<file path="src/rtl/prog_loader_pkg.sv">
// rtl/prog_loader_pkg.sv - shared word sizes, loader state encoding and hold default
//
// Purpose: constants shared by the program loader and its users.
//   `ISIZE / `DSIZE : instruction-memory address and word widths
//   state_t         : loader FSM state encoding
//   HOLD_CYCLES_DEFAULT : cycles cpu_hold lingers after the last write
`ifndef ISIZE
`define ISIZE 16
`endif
`ifndef DSIZE
`define DSIZE 16
`endif

package prog_loader_pkg;

   typedef enum logic [2:0] {
      ST_IDLE  = 3'd0,
      ST_HI    = 3'd1,
      ST_LO    = 3'd2,
      ST_WRITE = 3'd3,
      ST_DRAIN = 3'd4
   } state_t;

   localparam int HOLD_CYCLES_DEFAULT = 2;

endpackage

</file>
<file path="src/rtl/prog_loader.sv">
// rtl/prog_loader.sv - byte-stream program loader into instruction memory
//
// Purpose: receives a word stream as byte pairs (high byte first) and writes
// each assembled word to consecutive instruction-memory addresses while the
// CPU fetch pipeline is held in reset.
// Ports:
//   clk, rst        : clock, asynchronous active-low reset
//   start, base_addr, len : session request (sampled in IDLE)
//   abort           : terminate the current session
//   in_valid, in_data, in_ready : byte stream handshake
//   mem_wen, mem_addr, mem_data : registered memory write port
//   cpu_hold        : ORed into CPU reset while a session is active
//   busy, done, err : status; done/err are one-cycle pulses
`ifndef ISIZE
`define ISIZE 16
`endif
`ifndef DSIZE
`define DSIZE 16
`endif

module prog_loader
   import prog_loader_pkg::*;
#(
   parameter int AW          = `ISIZE,
   parameter int DW          = `DSIZE,
   parameter int HOLD_CYCLES = HOLD_CYCLES_DEFAULT
) (
   input  logic          clk,
   input  logic          rst,
   input  logic          start,
   input  logic [AW-1:0] base_addr,
   input  logic [AW-1:0] len,
   input  logic          abort,
   input  logic          in_valid,
   input  logic [7:0]    in_data,
   output logic          in_ready,
   output logic          mem_wen,
   output logic [AW-1:0] mem_addr,
   output logic [DW-1:0] mem_data,
   output logic          cpu_hold,
   output logic          busy,
   output logic          done,
   output logic          err
);

   localparam int HW = (HOLD_CYCLES > 1) ? $clog2(HOLD_CYCLES) : 1;

   state_t        state_q, state_d;
   logic [AW-1:0] base_q, base_d;
   logic [AW-1:0] len_q, len_d;
   logic [AW-1:0] count_q, count_d;
   logic [7:0]    hi_q, hi_d;
   logic [HW-1:0] hold_q, hold_d;
   logic          wen_q, wen_d;
   logic [AW-1:0] addr_q, addr_d;
   logic [DW-1:0] data_q, data_d;
   logic          cpu_hold_q, cpu_hold_d;
   logic          done_q, done_d;
   logic          err_q, err_d;

   assign in_ready = ((state_q == ST_HI) || (state_q == ST_LO)) && !abort;
   assign busy     = (state_q != ST_IDLE);
   assign mem_wen  = wen_q;
   assign mem_addr = addr_q;
   assign mem_data = data_q;
   assign cpu_hold = cpu_hold_q;
   assign done     = done_q;
   assign err      = err_q;

   always_comb begin
      state_d = state_q;
      base_d  = base_q;
      len_d   = len_q;
      count_d = count_q;
      hi_d    = hi_q;
      hold_d  = hold_q;
      wen_d   = 1'b0;
      addr_d  = addr_q;
      data_d  = data_q;
      done_d  = 1'b0;
      err_d   = 1'b0;

      case (state_q)
         ST_IDLE: begin
            if (start) begin
               if (len != '0) begin
                  base_d  = base_addr;
                  len_d   = len;
                  count_d = '0;
                  state_d = ST_HI;
               end else begin
                  err_d = 1'b1;
               end
            end
         end
         ST_HI: begin
            if (abort) begin
               state_d = ST_IDLE;
               err_d   = 1'b1;
            end else if (in_valid) begin
               hi_d    = in_data;
               state_d = ST_LO;
            end
         end
         ST_LO: begin
            if (abort) begin
               // the half-received word in hi_q is simply abandoned
               state_d = ST_IDLE;
               err_d   = 1'b1;
            end else if (in_valid) begin
               // write port is registered so the write shows up in WRITE
               wen_d   = 1'b1;
               addr_d  = base_q + count_q;
               data_d  = DW'({hi_q, in_data});
               state_d = ST_WRITE;
            end
         end
         ST_WRITE: begin
            // the write itself already happened this cycle, even on abort
            count_d = count_q + AW'(1);
            if (abort) begin
               state_d = ST_IDLE;
               err_d   = 1'b1;
            end else if (count_q + AW'(1) == len_q) begin
               hold_d  = '0;
               state_d = ST_DRAIN;
            end else begin
               state_d = ST_HI;
            end
         end
         ST_DRAIN: begin
            if (abort) begin
               state_d = ST_IDLE;
               err_d   = 1'b1;
            end else if (hold_q == HW'(HOLD_CYCLES - 1)) begin
               state_d = ST_IDLE;
               done_d  = 1'b1;
            end else begin
               hold_d = hold_q + HW'(1);
            end
         end
         default: begin
            state_d = ST_IDLE;
         end
      endcase

      // cpu_hold tracks the next state so it drops together with done/err
      cpu_hold_d = (state_d != ST_IDLE);
   end

   always_ff @(posedge clk or negedge rst) begin
      if (!rst) begin
         state_q    <= ST_IDLE;
         base_q     <= '0;
         len_q      <= '0;
         count_q    <= '0;
         hi_q       <= '0;
         hold_q     <= '0;
         wen_q      <= 1'b0;
         addr_q     <= '0;
         data_q     <= '0;
         cpu_hold_q <= 1'b0;
         done_q     <= 1'b0;
         err_q      <= 1'b0;
      end else begin
         state_q    <= state_d;
         base_q     <= base_d;
         len_q      <= len_d;
         count_q    <= count_d;
         hi_q       <= hi_d;
         hold_q     <= hold_d;
         wen_q      <= wen_d;
         addr_q     <= addr_d;
         data_q     <= data_d;
         cpu_hold_q <= cpu_hold_d;
         done_q     <= done_d;
         err_q      <= err_d;
      end
   end

endmodule

</file>
<file path="config.mk">
export PLATFORM = sky130hd
export DESIGN_NAME = prog_loader
export DESIGN_NICKNAME = d
export VERILOG_FILES = /design/src/rtl/prog_loader_pkg.sv /design/src/rtl/prog_loader.sv
export SDC_FILE = /design/constraint.sdc
export NUM_CORES = 1
export LEC_CHECK = 0
export ABC_AREA = 1
export CELL_PAD_IN_SITES_DETAIL_PLACEMENT = 0
export CELL_PAD_IN_SITES_GLOBAL_PLACEMENT = 1
export CORE_MARGIN = 3
export CORE_UTILIZATION = 36
export DETAILED_ROUTE_END_ITERATION = 10
export GPL_TIMING_DRIVEN = 1
export PLACE_DENSITY_LB_ADDON = 0.08
export RECOVER_POWER = 50
export SKIP_LAST_GASP = 1
export SLEW_MARGIN = 20
export SYNTH_ARGS = -nofsm -noshare
export SYNTH_HDL_FRONTEND = slang
export SYNTH_SLANG_ARGS = --single-unit
</file>
<file path="constraint.sdc">
create_clock -name clk -period 2.45 [get_ports clk]
set_clock_uncertainty 0.15 [all_clocks]
set_input_delay 0.3675 -clock clk [delete_from_list [all_inputs] [get_ports clk]]
set_output_delay 0.3675 -clock clk [all_outputs]
set_load 0.05 [all_outputs]
</file>
======== Word level (Yosys, flattened, before mapping) ========
Cells that the tools add are included.
operators by class
  add/subtract/negate cells ............... 3
  multiply operators ...................... 0
  divide/modulo/power cells ............... 0
  magnitude comparators ................... 0
  equality and inequality tests ........... 10
  shift operators ......................... 0
  mux-type cells .......................... 29
  bitwise logic cells ..................... 1
  reductions and logical operators ........ 15
operators with widths
  operator                                              count
  2-to-1 mux 16 bit                                     2
  case mux 16 bit (2 select lines)                      1
  2-to-1 mux 3 bit                                      10
  adder 16 x 1 -> 16 bit (second input constant)        1
  adder 16 bit                                          1
  equality test 16 bit                                  1
  nonzero test 16 bit                                   1
  case mux 3 bit (5 select lines)                       1
  2-to-1 mux 1 bit                                      13
  AND reduction 3 bit                                   4
  inequality test 2 bit (second input constant)         5
  equality test 3 x 2 -> 1 bit (second input constant)  2
  nonzero test 3 bit                                    2
  case mux 1 bit (2 select lines)                       2
  AND reduction 4 bit                                   1
  nonzero test 2 bit                                    2
  OR reduction 4 bit                                    1
  equality test 3 x 1 -> 1 bit (second input constant)  1
  equality test 3 bit (second input constant)           1
  zero test 3 bit                                       1
  adder 1 bit (second input constant)                   1
  logical AND 1 bit                                     1
  zero test 1 bit                                       1
  logical OR 1 bit                                      1
  inverter 1 bit                                        1
storage, ports and cells
  bits in registers ....................... 96
  bits in latches ......................... 0
  RAM bits ................................ 0
  ROM bits ................................ 0
  bits of input ports ..................... 45
  output and inout bits ................... 38
  logic and storage cells ................. 70
  memories ................................ 0

======== Logic depth before layout (Yosys ltp) ========
Gate-level depths: netlist (run 1).
  depth after elaboration ................. 6
  gate-level depth with buffers ........... 15
  mapped depth without buffers ............ 15

======== Worst setup path after synthesis (run 1) ========
No wires, ideal clock.
  path kind ............................... reg2reg
  start point ............................. register count_q[0]
  end point ............................... register addr_q[10], in the netlist mem_addr[10]
  library setup time ...................... 0.082 ns
  data arrival time ....................... 2.022 ns
  data required time ...................... 2.218 ns
  path slack .............................. 0.196 ns
  stages on the path, launching flop included .. 10
  path buffers ............................ 0
  period minus slack after synthesis ...... 2.254 ns
  cell sequence ........................... dfrtp_1 > ha_1 > inv_1 > fa_1 > o21ai_1 > a21oi_1 > o21ai_1 > a21oi_1 > or2_0 > a31oi_1
on the way
  longest elaborated chain between the ends .. 1
RTL lines
  element                   line                RTL
  start: declaration        prog_loader.sv:51   logic [AW-1:0] count_q, count_d;
  start signal: assignment  prog_loader.sv:169  count_q <= count_d;
  adder 16 bit              prog_loader.sv:113  addr_d = base_q + count_q;
  end signal: assignment    prog_loader.sv:173  addr_q <= addr_d;
  end: declaration          prog_loader.sv:55   logic [AW-1:0] addr_q, addr_d;
No other way between the ends.
A chain may end at the register's enable or synchronous reset.

======== Final worst setup path (run 1) ========
  start point ............................. register state_q[2]
  end point ............................... output port busy
on the way
  longest elaborated chain between the ends .. 1
RTL lines
  element                   line                RTL
  start: declaration        prog_loader.sv:48   state_t state_q, state_d;
  start signal: assignment  prog_loader.sv:166  state_q <= state_d;
  nonzero test 3 bit        prog_loader.sv:62   assign busy = (state_q != ST_IDLE);
  end: declaration          prog_loader.sv:41   output logic busy,
No other way between the ends.

==> results.md, run 1 <==
- Status: finished clean
- Hpwl dp: ~9900 um
- Met3 Use GR: around 2.7%
- Initial antenna violation count: 0
- Crit path buffers/inverters: 1
- Largest net degree at the start of global routing: 53
- Part of the power in registers: 36.2%
- Clock network power share: 24.7%
- GP Congestion: 0.826
- Tightest Pin Transition: just over 0.7 ns
- Part of the power in combinational logic: around two fifths
- Slew Limit Fails: 0
- Root buf cell: clkbuf_16
- Row count: 42
- Endpoints failing setup: 0
- Crit-path max FO: 4
- DR vias/cell: 4.85
- Setup TNS: 0 ns
- Net Sw Frac: between 30% and 40%
- Worst path cell trace: nor2_1 > nand2_1 > clkdlybuf4s50_1
- Cell area after synthesis: 5080 um2
- Setup WS post-layout: about 0.14 ns
- Leakage power: a little over 0.003 uW
- CTS tree: built
- Post-Syn Nets: 660
- Clock Latency Late Sink: ~0.35 ns
- Worst reg2reg startpoint: count_q[1]
- CP max stage delay: between 0.7 and 0.8 ns
- Sequential area share after synthesis: a little under half
- Congestion Overflow GR: 0
- Vias in the first global route: between 4000 and 5000
- Cells after Synth: approximately 600
- DRT iter0 DRCs: roughly 200
- Initial Utilization: approximately 38%
- Slew margin rel.: 51.8%
- CP max-delay cell: clkdlybuf4s50_1
- Worst-path clk slew: roughly 0.07 ns
- Input/output buffers: 82
- RSZ-0062 raised after global routing: true
- Wire length of the first global-routing pass: between 20000 and 25000 um
- Total GRT Usage: around 17%
- R2r endpoint: cpu_hold
- Ys Warns: 0
- Synthesis-stage register bit count: 96
- Pre-CTS WS: -0.0692 ns
- Reg2Reg Depth: 14
- CP Capture Type: output pin
- Internal: about 3900 uW
- Core area: 13500 um2
- Area Growth Syn to Fin: 29.3%
- Final wirelength: approximately 13000 um
- CTS buffer count: 9
- P_sw: roughly 2400 uW
- Reg2Reg Setup Slack: 0.19 ns
- # IOs: 83
- Final ANT Viol Nets: 0
- Met2 GRT Util: between 20% and 30%
- Met1 Use GR: about a quarter
- # DRC: 0
- Crit path max-delay family: buffers and inverters
- Via count: 4262
- DRT Pass-1 Iters: 4
- Worst VDD drop: about 0.00035 V
- GRT busiest layer: met2
- Cell variety after synth: 38
- Most common cell after layout, fill and taps aside: nand2_1
- Final min period: around 2.3 ns
- Critical Path RT: 1.93 ns
- DR WL/cell: 14.6 um
- Setup Crit Path Kind: reg -> out
- Startpoint types: register
- Layout cells sized above 1: about 14%
- Die Y: 125 um
- Die width: between 100 and 150 um
- CTS Buffer Depth: 2
- Final net count: between 700 and 800
- Final Hold Fails: 0
- Max Cap Violations: 0
- Syn_area_per_cell: ~8.5 um2
- Worst min path class: in -> async
- Power Density: 961 nW/um2
- Maximum clock frequency: roughly 430 MHz
- Worst Path Arrival: ~1.8 ns
- H-tree Lvls: 3
- Tcrit/Tclk final: a little over nine tenths
- Commonest non-fill, non-tap cells in the layout: nand2_1 (153), dfrtp_1 (95), clkdlybuf4s50_1 (80), inv_1 (63), nand3_1 (41)
- Total clock sinks: 96
- Die ar.: about 16000 um2
- N_diodes: 0
## synthesized netlist by cell type
cell	n	area, um2
a21o_1	4	30.0
a21oi_1	27	135
a21oi_2	1	8.76
a31oi_1	4	25.0
and2_4	1	8.76
buf_2	4	20.0
clkbuf_1	10	37.5
dfrtp_1	96	2400
fa_1	1	20.0
ha_1	16	200
inv_1	63	236
inv_2	2	7.51
mux2_2	23	259
nand2_1	153	574
nand2_2	10	62.6
nand3_1	41	205
nand3_2	3	30.0
nand3b_1	5	37.5
nand4_1	7	43.8
nand4_2	1	12.5
nor2_1	35	131
nor2_2	7	43.8
nor2_4	3	33.8
nor3_1	2	10.0
nor3_2	2	20.0
nor4_1	4	25.0
o21a_1	2	15.0
o21ai_0	36	180
o21ai_1	4	20.0
o21ai_2	3	26.3
o22ai_1	9	56.3
o31ai_1	1	7.51
o41ai_1	1	8.76
or2_0	1	6.26
or2_2	4	25.0
xnor2_1	5	43.8
xnor3_1	1	22.5
xor2_1	6	52.6
## power groups by stage
stage                     clock network [uW]  registers [uW]  logic, uW
after floorplan                            0            3090        832
after global routing                    1660            2360       2680
after detailed placement                   0            2330       2490
after global placement                     0            2300       2470
final                                   1560            2290       2470
after CTS                               1600            2300       2500
## worst reg2reg max path, delay by kind of cell (launching register included)
kind | cells | cell delay [ns]
buffers and inverters | 1 | 0.13
adder cells (fa/ha/maj) | 1 | 0.23
flip-flops | 1 | 0.43
AND/OR/NAND/NOR | 12 | 1.21
## registers in the layout, summed over array words and instances, names as in the netlist
register	flops
count_q	16
state_q	3
mem_addr	16
hold_q	1
done	1
len_q	16
cpu_hold	1
base_q	16
mem_wen	1
mem_data	16
err	1
hi_q	8
## worst max-delay path by stage
stage | startpoint | endpoint | slack, ns | cells after the start
finish | state_q[2] | busy | 0.14 | 3
floorplan | count_q[0] | mem_addr[10] | 0.20 | 9
CTS | count_q[1] | cpu_hold | 0.07 | 14
detailed placement | len[1] | len_q[0] | -0.07 | 6
global placement | len[1] | base_q[0] | -0.04 | 6
global route | count_q[1] | cpu_hold | -0.007 | 14
## cell type report
type | count | area (um2)
clock inverter | 6 | 90.1
sequential | 96 | 2400
fill | 1332 | 6930
inverter | 65 | 244
timing repair buffer | 103 | 983
clock buffer | 10 | 239
multi-input combinational | 423 | 2400
tap | 176 | 220
## timing repair
action / 4_1_cts / 5_1_grt
gates resized for setup: 0 / 6
setup endpoints to repair: 0 / 5
hold buffers: 1 / 0
buffers inserted: 0 / 1
hold endpoints to repair: 23 / 0
## metrics by stage
step	area, um2	hold WS [ns]	util [%]	total power, uW	cells
5_1_grt	6580	0.348	48.7	6690	879
2_1_floorplan	5080	-0.0781	-	3930	598
3_3_place_gp	6240	0.155	46.2	4780	861
4_1_cts	6580	0.317	48.7	6400	878
3_5_place_dp	6240	0.154	46.2	4820	861
6_report	6580	0.314	48.7	6320	879
## per-layer routing
metal	routed length [um]	up-vias
li1	-	2171
met1	6230	2006
met2	5970	75
met3	516	10
met4	162	0
met5	0	-
## kinds of logic after synthesis
family / count (synthesis) / share of synthesized area [%]
adder cells (fa/ha/maj): 17 / 4.33
AO/OA/AOI/OAI: 92 / 10.1
XOR/XNOR: 12 / 2.34
AND/OR/NAND/NOR: 279 / 25.0
buffers and inverters: 79 / 5.93
flip-flops: 96 / 47.2
multiplexers: 23 / 5.09
Power figures use the tool's default switching activity.
==> run 2: changes to the inputs <==
--- a/config.mk
+++ b/config.mk
@@ -11,7 +11,8 @@
 export CORE_MARGIN = 3
 export CORE_UTILIZATION = 36
 export DETAILED_ROUTE_END_ITERATION = 10
-export GPL_TIMING_DRIVEN = 1
+export GPL_ROUTABILITY_DRIVEN = 1
+export GPL_TIMING_DRIVEN = 0
 export PLACE_DENSITY_LB_ADDON = 0.08
 export RECOVER_POWER = 50
 export SKIP_LAST_GASP = 1
==> run 2 against run 1 <==
Wire length rose by 1.5%. Largest cell class is now multi-input combinational cells. Critical endpoint is now base_q[11]. Clock-buffer cell count rose by 2. The flow now finishes with violations (max-capacitance violations, max-slew violations). First-iteration DRC count fell by 13%. Die area did not move.
==> results.md, run 2 (synthesis gave the netlist of run 1 again) <==
- RSZ-0062 raised after global routing: true (unchanged)
- Input/output buffers: 82 (unchanged)
- Fillers: 1321 (was 1332)
- Tightest Pin Transition: 1.56 ns (was 0.723 ns)
- Root buf cell: clkbuf_16 (unchanged)
- Die Y: 125 um (unchanged)
- DR WL met2: 6120 um (was 5970 um)
- Final Hold Fails: 0 (unchanged)
- Failing checks: max-capacitance violations, max-slew violations
- Status: complete, but fails checks (was finished clean)
- Leakage power: 0.00307 uW (was 0.00311 uW)
- Layout cells sized above 1: 12.7% (was 13.9%)
- Final wirelength: 13100 um (was 12900 um)
- Final net count: 760 (unchanged)
- Congestion Overflow GR: 0 (unchanged)
- CTS buffer count: 9 (unchanged)
- Met3 Wirelength: 606 um (was 516 um)
- Worst min path class: reg -> reg (was in -> async)
- DRT Pass-1 Iters: 4 (unchanged)
- Core area: 13500 um2 (unchanged)
- Via count: 4335 (was 4262)
- Initial Utilization: 37.7% (unchanged)
- Tcrit/Tclk final: 96.4% (was 94.4%)
- CTS tree: built (unchanged)
- Crit. Startpoint: len[5] (was state_q[2])
- Worst Hold Launch: hi_q[6]
- Die ar.: 15600 um2 (unchanged)
- Worst Path Arrival: 2.44 ns (was 1.79 ns)
- Die width: 125 um (unchanged)
- WL met1: 6190 um (was 6230 um)
- Top layer in use: met4 (unchanged)
- Vias in the first global route: 4174 (was 4178)
- Endpoints failing setup: 0 (unchanged)
- Final min period: 2.36 ns (was 2.31 ns)
- Hold Path Depth: 2
- CTS Buffer Depth: 2 (unchanged)
- Slew margin rel.: -4.19% (was 51.8%)
- Levels on crit path: 6 (was 3)
- Tot Pwr: 6030 uW (was 6320 uW)
- CP max-delay cell: clkdlybuf4s50_1 (unchanged)
- Crit-path max FO: 10 (was 4)
- Setup Crit Path Kind: in -> reg (was reg -> out)
- Initial antenna violation count: 0 (unchanged)
- Crit path buffers/inverters: 2 (was 1)
- CP Capture Type: register (was output pin)
- Footprint of the multi-input gates: 2410 um2 (was 2400 um2)
- Commonest non-fill, non-tap cells in the layout: nand2_1 (153), dfrtp_1 (94), clkdlybuf4s50_1 (73), inv_1 (63), nand3_1 (41) (was nand2_1 (153), dfrtp_1 (95), clkdlybuf4s50_1 (80), inv_1 (63), nand3_1 (41))
- Wire length of the first global-routing pass: 21700 um (was 21400 um)
- Row count: 42 (unchanged)
- Total GRT Usage: 17.5% (was 17.1%)
- Maximum clock frequency: 424 MHz (was 433 MHz)
- Setup TNS: 0 ns (unchanged)
- DRT iter0 DRCs: 176 (was 203)
- Max Cap Violations: 1 (was 0)
- Crit path max-delay family: simple AND/OR/NAND/NOR gates (was buffers and inverters)
- Register area: 2400 um2 (about the same)
- Slew Limit Fails: 27 (was 0)
- Final ANT Viol Nets: 0 (unchanged)
- Power Density: 929 nW/um2 (was 961 nW/um2)
- Worst-path clk slew: 0.06 ns (was 0.07 ns)
- DR WL/cell: 14.9 um (was 14.6 um)
- Most common cell after layout, fill and taps aside: nand2_1 (unchanged)
- DR vias/cell: 4.94 (was 4.85)
- Startpoint types: primary input (was register)
- Total clock sinks: 96 (unchanged)
- Area Growth Syn to Fin: 27.6% (was 29.3%)
- N_diodes: 0 (unchanged)
- # DRC: 0 (unchanged)
- CP max stage delay: 0.42 ns (was 0.72 ns)
- # IOs: 83 (unchanged)
- H-tree Lvls: 3 (unchanged)
- Critical Path RT: 2.53 ns (was 1.93 ns)
- Largest net degree at the start of global routing: 71 (was 53)
- Worst reg2reg startpoint: count_q[1] (unchanged)
- Reg2Reg Depth: 14 (unchanged)
- Worst path cell trace: clkdlybuf4s50_1 > nor4_1 > nand4_1 > nand2_1 > buf_2 > mux2_2 (was nor2_1 > nand2_1 > clkdlybuf4s50_1)
- Clock Latency Late Sink: 0.35 ns (about the same)
- Hpwl dp: 10200 um (was 9920 um)
- GP Congestion: 0.824 (was 0.826)
- Worst VDD drop: 0.000455 V (was 0.000346 V)
==> run 2: worst reg2reg max path, delay by kind of cell, from the launching register on <==
family | cells | cell delay [ns]
DFF | 1 | 0.42
adders and majority gates | 1 | 0.24
and+or+nand+nor | 13 | 1.38
==> run 2: stage by stage <==
step / setup slack [ns] / instances / hold slack, ns / area (um2) / utilization, %
CTS: 0.00555 / 875 / 0.292 / 6470 / 47.9
detailed placement: -0.557 / 857 / 0.101 / 6150 / 45.6
finish: 0.0889 / 878 / 0.322 / 6490 / 48.1
floorplan: 0.196 / 598 / -0.0781 / 5080 / -
global route: -0.0922 / 878 / 0.351 / 6490 / 48.1
global placement: -2.96 / 856 / 0.303 / 6130 / 45.4
==> run 2: area by class of cell <==
cell class / instances / share of cell area [%]
Multi-Input combinational cell: 423 / 37.2
Sequential cell: 96 / 37.1
Timing Repair Buffer: 89 / 13.6
Clock buffer: 12 / 3.80
Inverter: 65 / 3.76
Tap cell: 176 / 3.39
Buffer: 14 / 0.925
Clock inverter: 3 / 0.289
==> run 2: what timing repair did <==
item	CTS	global route
setup endpoints to repair	49	27
setup buffers	2	3
gates resized for setup	8	7
pin swaps	1	3
hold endpoints to repair	26	0
hold buffers	1	0
==> run 2: layer usage <==
metal | vias to the layer above | global-route usage [%]
met5 | - | 0
met4 | 0 | 4.15
met3 | 12 | 4.20
met2 | 84 | 28.1
met1 | 2061 | 24.1
li1 | 2178 | -
==> run 2: worst paths after layout <==
kind | to | slack, ns
max reg2reg | cpu_hold | 0.15
min reg2reg | mem_data[14] | 0.32
max in group asynchronous | count_q[0] | 0.32
min in group asynchronous | mem_data[10] | 0.79
max | base_q[11] | 0.09
min | mem_data[14] | 0.32
==> run 2: report_power, final <==
group	total, uW	internal, uW	switching [uW]	leakage [uW]
combinational	2450	890	1560	0.00173
clock	1290	709	577	0.000132
sequential	2290	2040	256	0.00121
